`src/rtl/load_store_unit_if.sv`:
```
// Memory-stage bus of the load/store unit: pipeline operation in, data-memory strobes and load result out.
// The slave modport is the unit; the master modport is the pipeline/memory environment.
interface load_store_unit_if #(
    parameter int NB_DATA = 32,
    parameter int NB_ADDR = 32
);
    logic               i_valid;
    logic               i_mem_read;
    logic               i_mem_write;
    logic [1:0]         i_size;
    logic               i_unsigned;
    logic [NB_ADDR-1:0] i_address;
    logic [NB_DATA-1:0] i_store_data;
    logic [NB_DATA-1:0] i_mem_data;
    logic               o_mem_read_enable;
    logic               o_mem_write_enable;
    logic [NB_ADDR-1:0] o_mem_read_address;
    logic [NB_ADDR-1:0] o_mem_write_address;
    logic [NB_DATA-1:0] o_mem_data;
    logic [NB_DATA-1:0] o_load_data;
    logic               o_load_valid;
    logic               o_stall;
    logic               o_fault;

    modport slave (
        input  i_valid, i_mem_read, i_mem_write, i_size, i_unsigned,
               i_address, i_store_data, i_mem_data,
        output o_mem_read_enable, o_mem_write_enable, o_mem_read_address,
               o_mem_write_address, o_mem_data, o_load_data, o_load_valid,
               o_stall, o_fault
    );

    modport master (
        output i_valid, i_mem_read, i_mem_write, i_size, i_unsigned,
               i_address, i_store_data, i_mem_data,
        input  o_mem_read_enable, o_mem_write_enable, o_mem_read_address,
               o_mem_write_address, o_mem_data, o_load_data, o_load_valid,
               o_stall, o_fault
    );
endinterface

```
`src/rtl/load_store_unit.sv`:
```
// Load/store unit: word-addressed data memory access with byte/half loads (sign/zero extended)
// and byte/half stores done as a two-cycle read-modify-write.
module load_store_unit #(
    parameter int NB_DATA = 32,
    parameter int NB_ADDR = 32
) (
    input  logic                 i_clock,
    input  logic                 i_reset,
    load_store_unit_if.slave     bus
);
    typedef enum logic {IDLE, RMW_WRITE} state_t;

    state_t             r_state, w_next_state;
    logic [NB_DATA-1:0] r_load_data, r_rmw_data;
    logic [NB_ADDR-1:0] r_rmw_addr;
    logic               r_load_valid, r_fault;

    logic [NB_ADDR-1:0] w_word_idx;
    logic [1:0]         w_lane;
    logic               w_access, w_misaligned, w_illegal;
    logic               w_load, w_store_word, w_store_part;
    logic               w_rd_en, w_wr_en, w_stall;
    logic [NB_ADDR-1:0] w_rd_addr, w_wr_addr;
    logic [NB_DATA-1:0] w_wr_data;

    function automatic logic [NB_DATA-1:0] f_extend(input logic [NB_DATA-1:0] word,
                                                    input logic [1:0] lane,
                                                    input logic [1:0] size,
                                                    input logic uns);
        logic [NB_DATA-1:0] shifted;
        logic [NB_DATA-1:0] res;
        shifted = word >> {lane, 3'b000};
        case (size)
            2'b00:   res = {{(NB_DATA-8){~uns & shifted[7]}}, shifted[7:0]};
            2'b01:   res = {{(NB_DATA-16){~uns & shifted[15]}}, shifted[15:0]};
            default: res = word;
        endcase
        return res;
    endfunction

    function automatic logic [NB_DATA-1:0] f_merge(input logic [NB_DATA-1:0] old_word,
                                                   input logic [NB_DATA-1:0] store,
                                                   input logic [1:0] lane,
                                                   input logic [1:0] size);
        logic [NB_DATA-1:0] mask;
        mask = (size == 2'b00) ? NB_DATA'(8'hFF) : NB_DATA'(16'hFFFF);
        return (old_word & ~(mask << {lane, 3'b000})) | ((store & mask) << {lane, 3'b000});
    endfunction

    assign w_word_idx = {2'b00, bus.i_address[NB_ADDR-1:2]};
    assign w_lane     = bus.i_address[1:0];

    always_comb begin
        w_misaligned = 1'b1;
        case (bus.i_size)
            2'b00:   w_misaligned = 1'b0;
            2'b01:   w_misaligned = w_lane[0];
            2'b10:   w_misaligned = (w_lane != 2'b00);
            default: w_misaligned = 1'b1;
        endcase
    end

    assign w_access     = !i_reset && (r_state == IDLE) && bus.i_valid
                          && (bus.i_mem_read || bus.i_mem_write);
    assign w_illegal    = w_access && (w_misaligned || (bus.i_mem_read && bus.i_mem_write));
    assign w_load       = w_access && !w_illegal && bus.i_mem_read;
    assign w_store_word = w_access && !w_illegal && bus.i_mem_write && (bus.i_size == 2'b10);
    // Sub-word stores need the current word first, so they take the read port and stall.
    assign w_store_part = w_access && !w_illegal && bus.i_mem_write && (bus.i_size != 2'b10);

    always_comb begin
        w_next_state = r_state;
        w_rd_en      = 1'b0;
        w_wr_en      = 1'b0;
        w_stall      = 1'b0;
        w_rd_addr    = '0;
        w_wr_addr    = '0;
        w_wr_data    = '0;
        if (!i_reset) begin
            case (r_state)
                IDLE: begin
                    if (w_load || w_store_part) begin
                        w_rd_en   = 1'b1;
                        w_rd_addr = w_word_idx;
                    end
                    if (w_store_word) begin
                        w_wr_en   = 1'b1;
                        w_wr_addr = w_word_idx;
                        w_wr_data = bus.i_store_data;
                    end
                    if (w_store_part) begin
                        w_stall      = 1'b1;
                        w_next_state = RMW_WRITE;
                    end
                end
                RMW_WRITE: begin
                    w_wr_en      = 1'b1;
                    w_wr_addr    = r_rmw_addr;
                    w_wr_data    = r_rmw_data;
                    w_next_state = IDLE;
                end
                default: w_next_state = IDLE;
            endcase
        end
    end

    always_ff @(posedge i_clock) begin
        if (i_reset) begin
            r_state      <= IDLE;
            r_load_data  <= '0;
            r_load_valid <= 1'b0;
            r_fault      <= 1'b0;
            r_rmw_addr   <= '0;
            r_rmw_data   <= '0;
        end else begin
            r_state      <= w_next_state;
            r_load_valid <= w_load;
            r_fault      <= w_illegal;
            if (w_load)
                r_load_data <= f_extend(bus.i_mem_data, w_lane, bus.i_size, bus.i_unsigned);
            if (w_store_part) begin
                r_rmw_addr <= w_word_idx;
                r_rmw_data <= f_merge(bus.i_mem_data, bus.i_store_data, w_lane, bus.i_size);
            end
        end
    end

    assign bus.o_mem_read_enable   = w_rd_en;
    assign bus.o_mem_read_address  = w_rd_addr;
    assign bus.o_mem_write_enable  = w_wr_en;
    assign bus.o_mem_write_address = w_wr_addr;
    assign bus.o_mem_data          = w_wr_data;
    assign bus.o_stall             = w_stall;
    assign bus.o_load_data         = r_load_data;
    assign bus.o_load_valid        = r_load_valid;
    assign bus.o_fault             = r_fault;
endmodule

```
`src/flat_wrapper.sv`:
```
// flat-port wrapper written by rule: the top's interface ports become plain ports
module load_store_unit_flat 
#(
    parameter int NB_DATA = 32,
    parameter int NB_ADDR = 32
)
  (i_clock, i_reset, bus_i_valid, bus_i_mem_read, bus_i_mem_write, bus_i_size, bus_i_unsigned, bus_i_address, bus_i_store_data, bus_i_mem_data, bus_o_mem_read_enable, bus_o_mem_write_enable, bus_o_mem_read_address, bus_o_mem_write_address, bus_o_mem_data, bus_o_load_data, bus_o_load_valid, bus_o_stall, bus_o_fault);
  load_store_unit_if #(.NB_DATA(NB_DATA), .NB_ADDR(NB_ADDR)) bus_i ();
  input  logic i_clock;
  input  logic i_reset;
  input wire logic [$bits(bus_i.i_valid)-1:0] bus_i_valid;
  input wire logic [$bits(bus_i.i_mem_read)-1:0] bus_i_mem_read;
  input wire logic [$bits(bus_i.i_mem_write)-1:0] bus_i_mem_write;
  input wire logic [$bits(bus_i.i_size)-1:0] bus_i_size;
  input wire logic [$bits(bus_i.i_unsigned)-1:0] bus_i_unsigned;
  input wire logic [$bits(bus_i.i_address)-1:0] bus_i_address;
  input wire logic [$bits(bus_i.i_store_data)-1:0] bus_i_store_data;
  input wire logic [$bits(bus_i.i_mem_data)-1:0] bus_i_mem_data;
  output wire logic [$bits(bus_i.o_mem_read_enable)-1:0] bus_o_mem_read_enable;
  output wire logic [$bits(bus_i.o_mem_write_enable)-1:0] bus_o_mem_write_enable;
  output wire logic [$bits(bus_i.o_mem_read_address)-1:0] bus_o_mem_read_address;
  output wire logic [$bits(bus_i.o_mem_write_address)-1:0] bus_o_mem_write_address;
  output wire logic [$bits(bus_i.o_mem_data)-1:0] bus_o_mem_data;
  output wire logic [$bits(bus_i.o_load_data)-1:0] bus_o_load_data;
  output wire logic [$bits(bus_i.o_load_valid)-1:0] bus_o_load_valid;
  output wire logic [$bits(bus_i.o_stall)-1:0] bus_o_stall;
  output wire logic [$bits(bus_i.o_fault)-1:0] bus_o_fault;
  assign bus_i.i_valid = bus_i_valid;
  assign bus_i.i_mem_read = bus_i_mem_read;
  assign bus_i.i_mem_write = bus_i_mem_write;
  assign bus_i.i_size = bus_i_size;
  assign bus_i.i_unsigned = bus_i_unsigned;
  assign bus_i.i_address = bus_i_address;
  assign bus_i.i_store_data = bus_i_store_data;
  assign bus_i.i_mem_data = bus_i_mem_data;
  assign bus_o_mem_read_enable = bus_i.o_mem_read_enable;
  assign bus_o_mem_write_enable = bus_i.o_mem_write_enable;
  assign bus_o_mem_read_address = bus_i.o_mem_read_address;
  assign bus_o_mem_write_address = bus_i.o_mem_write_address;
  assign bus_o_mem_data = bus_i.o_mem_data;
  assign bus_o_load_data = bus_i.o_load_data;
  assign bus_o_load_valid = bus_i.o_load_valid;
  assign bus_o_stall = bus_i.o_stall;
  assign bus_o_fault = bus_i.o_fault;
  load_store_unit #(.NB_DATA(NB_DATA), .NB_ADDR(NB_ADDR)) u_core (.i_clock(i_clock), .i_reset(i_reset), .bus(bus_i));
endmodule
```
`config.mk`:
```
export PLATFORM = sky130hd
export DESIGN_NAME = load_store_unit_flat
export DESIGN_NICKNAME = d
export VERILOG_FILES = /design/src/rtl/load_store_unit_if.sv /design/src/rtl/load_store_unit.sv /design/src/flat_wrapper.sv
export SDC_FILE = /design/constraint.sdc
export NUM_CORES = 1
export LEC_CHECK = 0
export CORE_MARGIN = 4
export CORE_UTILIZATION = 40
export DETAILED_ROUTE_END_ITERATION = 6
export GPL_TIMING_DRIVEN = 0
export PLACE_DENSITY = 0.89
export SLEW_MARGIN = 15
export SYNTH_ARGS = -nofsm -noshare
export SYNTH_HDL_FRONTEND = slang
export SYNTH_SLANG_ARGS = --single-unit
```
`constraint.sdc`:
```
create_clock -name i_clock -period 2.4 [get_ports i_clock]
set_clock_uncertainty 0.2 [all_clocks]
set_input_delay 0.48 -clock i_clock [delete_from_list [all_inputs] [get_ports i_clock]]
set_output_delay 0.48 -clock i_clock [all_outputs]
set_load 0.01 [all_outputs]
```
==> metrics.txt <==
# TYPE chip_impl_metric gauge
chip_impl_metric{name="core_region_area",unit="sq um"} 14000
chip_impl_metric{name="global_route.overflow_total",unit=""} 0
chip_impl_metric{name="final_layout_size_suffix_gt1_frac",unit=""} 0.285
chip_impl_info{name="timing_worst_setup_path_type",value="reg -> out"} 1
chip_impl_metric{name="hold-path-cell-count",unit=""} 2
chip_impl_info{name="endpoint_kind",value="output port"} 1
chip_impl_metric{name="port-buffer-count",unit=""} 230
chip_impl_metric{name="proportion_of_synthesized_flip_flops_having_asynchronous_set_or_reset",unit=""} 0
chip_impl_metric{name="wire_length_of_the_first_global_routing_pass",unit="mm"} 35.3
chip_impl_metric{name="cell_area_after_technology_mapping",unit="sq um"} 5780
chip_impl_metric{name="drcViolationCount",unit=""} 3
chip_impl_metric{name="worst_slew_margin_rel",unit=""} 0.434
chip_impl_metric{name="cts-hold-fix-buffers",unit=""} 0
chip_impl_metric{name="timing.final.ws_setup",unit="ns"} -0.445
chip_impl_metric{name="nets_finish",unit=""} 1132
chip_impl_metric{name="clk-insertion-delay-late",unit="ns"} 0.35
chip_impl_metric{name="via_count",unit=""} 7173
chip_impl_metric{name="initial_utilization",unit=""} 0.412
chip_impl_metric{name="max_freq",unit="MHz"} 351
chip_impl_metric{name="fin_crit_sh",unit=""} 1.19
chip_impl_info{name="status",value="complete, but fails checks"} 1
chip_impl_info{name="hold_path.class",value="reg -> reg"} 1
chip_impl_metric{name="rows",unit=""} 43
chip_impl_info{name="dominant_synthesized_flop_cell",value="sky130_fd_sc_hd__dfxtp_1"} 1
chip_impl_metric{name="ys_seq_elements",unit=""} 97
chip_impl_metric{name="yosysTopAreaCellShare",unit=""} 0.336
chip_impl_metric{name="worstMarginPinSlew",unit="ns"} 0.844
chip_impl_metric{name="drt-vias-per-instance",unit=""} 5.91
chip_impl_metric{name="cp_max_fo",unit=""} 6
chip_impl_info{name="grt_setup_unrepaired",value="true"} 1
chip_impl_metric{name="grt_pass1_vias",unit=""} 6432
chip_impl_info{name="layout_commonest_cell",value="sky130_fd_sc_hd__clkdlybuf4s50_1"} 1
chip_impl_metric{name="clkSlewWorstSetupHoldPaths",unit="ns"} 0.08
chip_impl_info{name="highest_count_cells_in_the_layout_ignoring_fill_and_taps",value="129 x sky130_fd_sc_hd__clkdlybuf4s50_1, 115 x sky130_fd_sc_hd__nand2_1, 96 x sky130_fd_sc_hd__dfxtp_1"} 1
chip_impl_metric{name="hold_violation_total_from_the_final_report",unit=""} 0
chip_impl_info{name="timing.critical_path.from",value="u_core.r_state"} 1
chip_impl_info{name="synth_top_area_cell",value="sky130_fd_sc_hd__dfxtp_1"} 1
chip_impl_metric{name="numCtsBuffers",unit=""} 9
chip_impl_metric{name="fp.dieW",unit="um"} 128
chip_impl_info{name="hold_path_startpoint",value="u_core.r_rmw_addr[13]"} 1
chip_impl_metric{name="die-height",unit="um"} 128
chip_impl_metric{name="power_per_cell_area",unit="nW/um^2"} 410
chip_impl_metric{name="number_of_design_rule_violations_left_by_the_first_detailed_router_iteration",unit=""} 708
chip_impl_metric{name="drv.max_cap_violation_count",unit=""} 0
chip_impl_metric{name="yosysUniqueCellTypes",unit=""} 45
chip_impl_metric{name="antenna_found_initial",unit=""} 0
chip_impl_metric{name="cts_buffer_depth",unit=""} 2
chip_impl_metric{name="firstDrtPassIters",unit=""} 7
chip_impl_metric{name="pin_count_of_the_biggest_net_entering_global_routing",unit=""} 19
chip_impl_info{name="r2r_startpoint",value="u_core.r_state"} 1
chip_impl_metric{name="totalWireLength",unit="mm"} 26.1
chip_impl_metric{name="detailedPlace.worstSlack",unit="ns"} -1.57
chip_impl_metric{name="postSynthAreaPerCell",unit="sq um"} 7.66
chip_impl_metric{name="worst_ep_arrival_time",unit="ns"} 2.17
chip_impl_metric{name="global_placer_s_final_weighted_congestion",unit=""} 0.954
chip_impl_metric{name="amount_of_wire_on_met2_after_detailed_routing",unit="mm"} 12.7
chip_impl_metric{name="num_io_pins",unit=""} 237
chip_impl_metric{name="place.detailed.instances",unit=""} 1168
chip_impl_info{name="cts_root_buffer",value="sky130_fd_sc_hd__clkbuf_16"} 1
chip_impl_info{name="cp-start-kind",value="flop"} 1
chip_impl_metric{name="period_minus_slack",unit="ns"} 2.85
chip_impl_info{name="cts_tree",value="built"} 1
chip_impl_info{name="top_layer",value="met4"} 1
chip_impl_metric{name="synth_warnings",unit=""} 0
chip_impl_metric{name="track_usage",unit=""} 0.273
chip_impl_metric{name="timing_max_transition_violations_final",unit=""} 0
chip_impl_metric{name="timing.reg2reg.worst_path_depth",unit=""} 9
chip_impl_metric{name="drt.antenna.violating_nets",unit=""} 0
chip_impl_metric{name="static-leakage-power",unit="uW"} 0.00362
chip_impl_metric{name="hpwl",unit="mm"} 17.1
chip_impl_metric{name="timing.critical_path.required",unit="ns"} 1.72
chip_impl_metric{name="seq_area_frac_synth",unit=""} 0.336
chip_impl_info{name="failed_checks",value="design-rule violations, negative setup slack"} 1
chip_impl_metric{name="wl_met3",unit="mm"} 2.91
chip_impl_metric{name="n_antenna_cell",unit=""} 0
chip_impl_metric{name="total_die_area",unit="sq um"} 16400
chip_impl_metric{name="post_synth_inst_count",unit=""} 755
chip_impl_metric{name="cts.htree.levels",unit=""} 3
chip_impl_metric{name="worst_ir_drop_vdd",unit="mV"} 0.606
chip_impl_metric{name="synth_edf_count",unit=""} 0
chip_impl_metric{name="report.final.setup_viol",unit=""} 116
chip_impl_metric{name="stdcell_count",unit=""} 1213
chip_impl_metric{name="cts.sinks",unit=""} 97
chip_impl_metric{name="drt-wirelength-per-cell",unit="um"} 21.5
chip_impl_info{name="yosys-top-cells-area",value="sky130_fd_sc_hd__dfxtp_1 34%, sky130_fd_sc_hd__mux2i_1 13%, sky130_fd_sc_hd__nand2_1 7.5%"} 1
chip_impl_metric{name="area_delta_synth_final",unit="%"} 70.2
chip_impl_metric{name="routed_met1_length",unit="mm"} 9.52
[final timing paths]
check / end / slack [ns]
setup / recovery: bus_o_mem_write_address[17] / -0.45
hold / removal: u_core.r_rmw_addr[13] / 0.26
setup reg to reg: u_core.r_rmw_addr[22] / -0.10
hold reg to reg: u_core.r_rmw_addr[13] / 0.26
[where the power goes]
part / internal (uW) / switching [uW] / total [uW]
registers: 1640 / 16.2 / 1650
clock network: 829 / 705 / 1530
logic: 389 / 456 / 845
total: 2850 / 1180 / 4030
[kinds of logic after synthesis]
| family | count (synthesis) | share of synthesized area |
|---|---|---|
| and+or+nand+nor | 304 | 0.239 |
| AOI/OAI and AO/OA | 189 | 0.221 |
| DFF | 97 | 0.336 |
| buffers and inverters | 89 | 0.0742 |
| muxes | 74 | 0.128 |
| adders and majority gates | 1 | 0.00173 |
| other | 1 | 0.000648 |
[critical path, stage by stage (launching register included)]
cell                        delay [ns]
sky130_fd_sc_hd__dfxtp_2          0.34
sky130_fd_sc_hd__buf_6            0.12
sky130_fd_sc_hd__nor3b_4          0.19
sky130_fd_sc_hd__o21ai_2          0.10
sky130_fd_sc_hd__o32a_4           0.42
sky130_fd_sc_hd__buf_12           0.17
sky130_fd_sc_hd__clkbuf_16        0.17
sky130_fd_sc_hd__nor2_1           0.13
sky130_fd_sc_hd__buf_2            0.17
[per-stage QoR]
| step | area (sq um) | setup TNS [ns] | hold WS, ns | total power (uW) | utilization |
|---|---|---|---|---|---|
| after floorplan | 5900 | -1.64 | 0.236 | 2020 | - |
| after global placement | 8420 | -153.85 | 0.241 | 2390 | 0.600 |
| after detailed placement | 8420 | -160.97 | 0.247 | 2400 | 0.600 |
| after CTS | 8850 | -25.56 | 0.257 | 3930 | 0.630 |
| after global routing | 9840 | -34.93 | 0.276 | 4140 | 0.701 |
| final | 9840 | -28.13 | 0.257 | 4030 | 0.701 |
[Yosys cell counts (4+ instances only)]
cell type,number
sky130_fd_sc_hd__nand3_1,4
sky130_fd_sc_hd__nor2_1,100
sky130_fd_sc_hd__a311oi_1,10
sky130_fd_sc_hd__buf_1,4
sky130_fd_sc_hd__nand2b_1,12
sky130_fd_sc_hd__buf_2,15
sky130_fd_sc_hd__inv_1,13
sky130_fd_sc_hd__a32oi_1,8
sky130_fd_sc_hd__o22ai_1,6
sky130_fd_sc_hd__a2bb2oi_1,7
sky130_fd_sc_hd__dfxtp_1,97
sky130_fd_sc_hd__a311oi_2,4
sky130_fd_sc_hd__clkbuf_1,44
sky130_fd_sc_hd__nand2_1,115
sky130_fd_sc_hd__buf_4,7
sky130_fd_sc_hd__nand3b_1,25
sky130_fd_sc_hd__o21ai_0,19
sky130_fd_sc_hd__a211oi_1,15
sky130_fd_sc_hd__a22oi_1,9
sky130_fd_sc_hd__buf_6,5
sky130_fd_sc_hd__and2_1,31
sky130_fd_sc_hd__nor2b_1,5
sky130_fd_sc_hd__a21oi_1,67
sky130_fd_sc_hd__nor3_1,9
sky130_fd_sc_hd__o211ai_1,28
sky130_fd_sc_hd__mux2i_1,74
[layer usage]
| layer | GRT usage | vias to the layer above |
|---|---|---|
| li1 | - | 3200 |
| met1 | 0.332 | 3380 |
| met2 | 0.458 | 489 |
| met3 | 0.0833 | 104 |
| met4 | 0.0899 | 0 |
| met5 | 0 | - |
[cell type report]
| type | instances | area [sq um] |
|---|---|---|
| Buffer | 74 | 529 |
| Clock buffer | 9 | 225 |
| Clock inverter | 7 | 85.1 |
| Fill cell | 1025 | 4200 |
| Inverter | 14 | 65.1 |
| Multi-Input combinational cell | 572 | 3990 |
| Sequential cell | 97 | 1940 |
| Tap cell | 180 | 225 |
| Timing Repair Buffer | 260 | 2780 |
[what timing repair did]
item | 4_1_cts | 5_1_grt
buffers inserted | 14 | 6
pin swaps | 39 | 48
endpoints found under the hold margin | 0 | 0
gates cloned | 7 | 4
endpoints found under the setup margin | 134 | 110
resized for setup | 483 | 217
[sequential cells by signal, indices dropped and copies added (netlist names)]
signal and count:
u_core.bus.o_load_data 32, u_core.r_rmw_data 32, u_core.r_rmw_addr 30, u_core.bus.o_fault 1
u_core.bus.o_load_valid 1, u_core.r_state 1
No activity file was read; power rests on OpenSTA's default activity.
